`config.mk`:
```
export PLATFORM = sky130hd
export DESIGN_NAME = ext_unit
export DESIGN_NICKNAME = d
export VERILOG_FILES = /design/src/rtl/ext_unit.sv
export SDC_FILE = /design/constraint.sdc
export NUM_CORES = 1
export LEC_CHECK = 0
export ABC_AREA = 1
export CORE_UTILIZATION = 57
export DETAILED_ROUTE_END_ITERATION = 10
export GPL_TIMING_DRIVEN = 0
export PLACE_DENSITY = 0.82
export REMOVE_ABC_BUFFERS = 1
export SKIP_CTS_REPAIR_TIMING = 1
export SLEW_MARGIN = 20
export SYNTH_ARGS = -nofsm -noshare
export SYNTH_HDL_FRONTEND = slang
export SYNTH_SLANG_ARGS = --single-unit
```
`constraint.sdc`:
```
create_clock -name clk -period 4.3 [get_ports clk]
set_input_delay 0.86 -clock clk [delete_from_list [all_inputs] [get_ports clk]]
set_output_delay 0.86 -clock clk [all_outputs]
set_load 0.05 [all_outputs]
```
`src/rtl/ext_unit.sv`:
```
// ext_unit: immediate / load-lane operand extender feeding a 2-entry in-order
// result buffer with valid/ready handshakes on both sides.
`default_nettype none

module ext_unit #(
  parameter int IN_W  = 16,
  parameter int OUT_W = 32,
  localparam int OFF_W = $clog2(OUT_W/8)
) (
  input  logic             clk,
  input  logic             rst_n,
  input  logic             i_valid,
  output logic             i_ready,
  input  logic [2:0]       i_mode,
  input  logic [OUT_W-1:0] i_data,
  input  logic [OFF_W-1:0] i_off,
  input  logic             i_flush,
  output logic             o_valid,
  input  logic             o_ready,
  output logic [OUT_W-1:0] o_data,
  output logic             o_misalign
);

  localparam int SH_W = OFF_W + 3;
  // Halfword lanes ignore offset bit 0, i.e. bit 3 of the bit-shift amount.
  localparam logic [SH_W-1:0] HALF_MASK = ~(SH_W'(8));

  localparam logic [2:0] MODE_SEXT   = 3'b000;
  localparam logic [2:0] MODE_ZEXT   = 3'b001;
  localparam logic [2:0] MODE_UPPER  = 3'b010;
  localparam logic [2:0] MODE_BRANCH = 3'b011;
  localparam logic [2:0] MODE_LB     = 3'b100;
  localparam logic [2:0] MODE_LBU    = 3'b101;
  localparam logic [2:0] MODE_LH     = 3'b110;
  localparam logic [2:0] MODE_LHU    = 3'b111;

  logic [IN_W-1:0]  imm;
  logic [OUT_W-1:0] imm_sext;
  logic [SH_W-1:0]  byte_sh;
  logic [SH_W-1:0]  half_sh;
  logic [7:0]       byte_lane;
  logic [15:0]      half_lane;
  logic [OUT_W-1:0] ext;
  logic             ext_mis;

  always_comb begin
    imm       = i_data[IN_W-1:0];
    imm_sext  = {{(OUT_W-IN_W){imm[IN_W-1]}}, imm};
    byte_sh   = {i_off, 3'b000};
    half_sh   = byte_sh & HALF_MASK;
    byte_lane = 8'(i_data >> byte_sh);
    half_lane = 16'(i_data >> half_sh);
    ext_mis   = i_mode[2] & i_mode[1] & i_off[0];
    ext       = imm_sext;
    case (i_mode)
      MODE_SEXT:   ext = imm_sext;
      MODE_ZEXT:   ext = {{(OUT_W-IN_W){1'b0}}, imm};
      MODE_UPPER:  ext = {imm, {(OUT_W-IN_W){1'b0}}};
      MODE_BRANCH: ext = imm_sext << 2;
      MODE_LB:     ext = {{(OUT_W-8){byte_lane[7]}}, byte_lane};
      MODE_LBU:    ext = {{(OUT_W-8){1'b0}}, byte_lane};
      MODE_LH:     ext = {{(OUT_W-16){half_lane[15]}}, half_lane};
      MODE_LHU:    ext = {{(OUT_W-16){1'b0}}, half_lane};
      default:     ext = imm_sext;
    endcase
  end

  logic [OUT_W-1:0] mem_data [2];
  logic             mem_mis  [2];
  logic [1:0]       count;
  logic [1:0]       count_nxt;
  logic             wr_ptr;
  logic             rd_ptr;
  logic             rd_nxt;
  logic             push;
  logic             pop;
  logic             head_from_in;
  logic [OUT_W-1:0] head_data_nxt;
  logic             head_mis_nxt;

  assign i_ready = (count != 2'd2);
  assign o_valid = (count != 2'd0);
  assign push    = i_valid & i_ready;
  assign pop     = o_valid & o_ready;

  // The output register tracks the head for the coming cycle; if that slot is
  // being written this edge, the head must come straight from the extender.
  always_comb begin
    count_nxt = count;
    case ({push, pop})
      2'b10:   count_nxt = count + 2'd1;
      2'b01:   count_nxt = count - 2'd1;
      default: count_nxt = count;
    endcase
    rd_nxt        = pop ? ~rd_ptr : rd_ptr;
    head_from_in  = push && (wr_ptr == rd_nxt);
    head_data_nxt = head_from_in ? ext     : mem_data[rd_nxt];
    head_mis_nxt  = head_from_in ? ext_mis : mem_mis[rd_nxt];
  end

  always_ff @(posedge clk or negedge rst_n) begin
    if (!rst_n) begin
      count      <= 2'd0;
      wr_ptr     <= 1'b0;
      rd_ptr     <= 1'b0;
      o_data     <= '0;
      o_misalign <= 1'b0;
      for (int k = 0; k < 2; k++) begin
        mem_data[k] <= '0;
        mem_mis[k]  <= 1'b0;
      end
    end else if (i_flush) begin
      count  <= 2'd0;
      wr_ptr <= 1'b0;
      rd_ptr <= 1'b0;
    end else begin
      if (push) begin
        mem_data[wr_ptr] <= ext;
        mem_mis[wr_ptr]  <= ext_mis;
        wr_ptr           <= ~wr_ptr;
      end
      rd_ptr <= rd_nxt;
      count  <= count_nxt;
      if (count_nxt != 2'd0) begin
        o_data     <= head_data_nxt;
        o_misalign <= head_mis_nxt;
      end
    end
  end

endmodule

`default_nettype wire

```
==> flow_summary.toml <==
[outcome]
status = "completed"

[power]
ir_drop_v = 0.000389
leakage_nw = 3.50
power_density_mw_per_mm2 = 666
fin_total_pwr_mw = 4.47

[yosys]
netlist-cell-type-count = 21
synth-seq-cells = 103
yosysSeqAreaShare = 0.449
ys_top_cells_by_area = "dfrtp_1, nand2_1, o21ai_0"
async_reset_ff_frac = 1.00
synth_edf_count = 0
synth.cell_area_sq_mm = 0.00574
synth_flop_cell = "dfrtp_1"
synth-warning-count = 0
synthTopCellsByCount = "nand2_1, dfrtp_1, inv_1, o21ai_0, nor2_1"
synth.avg_cell_area_sq_um = 6.85
syn_inst = 838
yosysTopAreaCell = "dfrtp_1"
netlist.area_leader.share = 0.449
synth.most_common_cell = "nand2_1"

[flow_run]
max_cap_viol_count = 0

[floorplanning]
die_width_microns = 102
die_area_sq_mm = 0.0105
num_io_pins = 77
die_h_microns = 102
start_util = 0.587
rows = 36
core_sq_mm = 0.00977

[drt]
viasPerCell = 5.38
dr_wl_met3_microns = 953
routed_wl_microns = 14600
routed.top_layer = "met4"
drt_iter0_drc = 330
firstDrtPassIters = 5
antenna_left = 0
route.met2.wl_microns = 7120
wl_met1_microns = 6380
vias = 5502
wl_per_cell_microns = 14.3
drc = 0

[place]
port-buffer-count = 76
dpl_cell_area_sq_mm = 0.00647
gp_congestion = 0.881
post-dp-hpwl_microns = 9620
pre_cts_ws_ps = 688
dp_cells = 1007

[setup_path]
cp_common_cell = "nand2_1"
crit_path_max_fanout = 34
cpPeakStageDelay_ps = 870
critPathRequiredTime_ps = 4570
cp_data_arrival_time_ps = 3530
cp-start-kind = "primary input"
endpoint_kind = "register"
crit_slowest_cell = "inv_2"
path_cells = "clkdlybuf4s50_1, nand2_1, nand2_1, nand3_1, nand3_2, inv_2, nand2_1, nand3_1, nand2_1"
critPathKind = "primary input to register"

[global_routing]
antenna_found_initial = 0
grt_pass1_vias = 5206
grt_pass1_wl_microns = 24000
grt_max_degree = 66
overflow = 0
grt_use_total = 0.296

[timing]
fin_ws_ps = 1040
min_period_ps = 3260
relSlewSlack = 0.310
period_share = 0.757
worstMarginPinSlew_ps = 1030
fmax_mhz = 307
grt_setup_unrepaired = "no"
hold_violations = 0
tns_ps = 0
holdWs_ps = 426
report.final.slew_viol_count = 0
setup_viol = 0
skew_ps = 12.6

[layout]
num_antenna_cells = 0
fin_cells = 1023
nNetsFinal = 928
area_growth_pct = 17.0
finish.utilization = 0.687
fin_area_sq_mm = 0.00672
fillers = 860
drive_above_1_share = 0.0584

[clocking]
clk_pin_slew_ps = 100
cts.sinks = 103
cts_max_path_buffers = 2
clockRootBuffer = "clkbuf_8"
cts_tree = "built"
worstSkewPairLatency_ps = 380
cts_max_level = 3
cts-buffers-inserted = 9

[hold_path]
hp-class = "primary input to asynchronous set/reset pin"
flip-flops by register name, summed over array words and instances, names as in the netlist:
register / count
count: 2
o_misalign: 1
mem_data: 64
mem_mis: 2
rd_ptr: 1
wr_ptr: 1
o_data: 32
logic make-up (layout without fill, tap and decap cells):
group | Yosys count | count (layout) | share of synthesized area
compound gates | 131 | 131 | 0.115
fa+ha+maj | 1 | 1 | 0.00218
buf+inv | 136 | 188 | 0.104
flops | 103 | 103 | 0.449
simple gates | 467 | 467 | 0.330
layout by cell type (no fill, tap or decap):
| master | Yosys | final |
|---|---|---|
| nand3_1 | 46 | 46 |
| buf_16 | 0 | 1 |
| nor3_4 | 0 | 1 |
| nand2_1 | 336 | 336 |
| nand4_1 | 1 | 1 |
| nand3_2 | 4 | 4 |
| buf_12 | 0 | 1 |
| clkdlybuf4s50_1 | 0 | 75 |
| clkinvlp_4 | 0 | 1 |
| nor3_2 | 2 | 1 |
| o21ai_1 | 23 | 23 |
| a211oi_1 | 1 | 1 |
| o22ai_1 | 2 | 2 |
| bufinv_16 | 0 | 2 |
| dfrtp_1 | 103 | 103 |
| ha_1 | 1 | 1 |
| nand2_2 | 5 | 5 |
| o21ai_0 | 80 | 80 |
| inv_6 | 0 | 2 |
| clkbuf_8 | 0 | 11 |
| buf_6 | 5 | 1 |
| inv_2 | 9 | 10 |
| nor2_2 | 12 | 12 |
| inv_1 | 85 | 84 |
| nor2_1 | 61 | 61 |
| a21oi_1 | 25 | 25 |
power by group:
part	leakage, nW	switching [mW]	total (mW)	internal (mW)
Clock	0.117	0.353	0.717	0.364
Sequential	1.32	0.205	1.56	1.36
Combinational	2.06	1.50	2.19	0.697
Total	3.50	2.05	4.47	2.42
worst max-delay path, delay by kind of cell:
family / cells / cell delay, ps
buffers and inverters: 2 / 1320
and+or+nand+nor: 7 / 1330
layer usage:
| layer | track usage | vias to the layer above |
|---|---|---|
| met2 | 0.498 | 216 |
| met3 | 0.0506 | 20 |
| li1 | - | 2679 |
| met1 | 0.392 | 2587 |
| met4 | 0.0879 | 0 |
| met5 | 0 | - |
cell type report:
class	instances	area, sq um	share of cell area
clock buffers	11	151	0.0225
inverters	94	353	0.0525
flip-flops and latches	103	2580	0.384
repair buffers	78	810	0.121
multi-input cells	599	2570	0.383
well taps	133	166	0.0248
clock inverters	5	85.1	0.0127
worst paths after layout:
path                       cells after the start            to        from  slack [ps]
min                                            1    o_data[29]       rst_n         430
min reg2reg                                    2    o_data[22]  o_data[22]         480
min in group clk                               2    o_data[22]  o_data[22]         480
max reg2reg                                   10    o_data[11]    count[0]        1400
max                                            9    o_data[11]     o_ready        1040
max in group asynchronous                      2  mem_data[37]       rst_n        3250
Power figures use the tool's default switching activity.
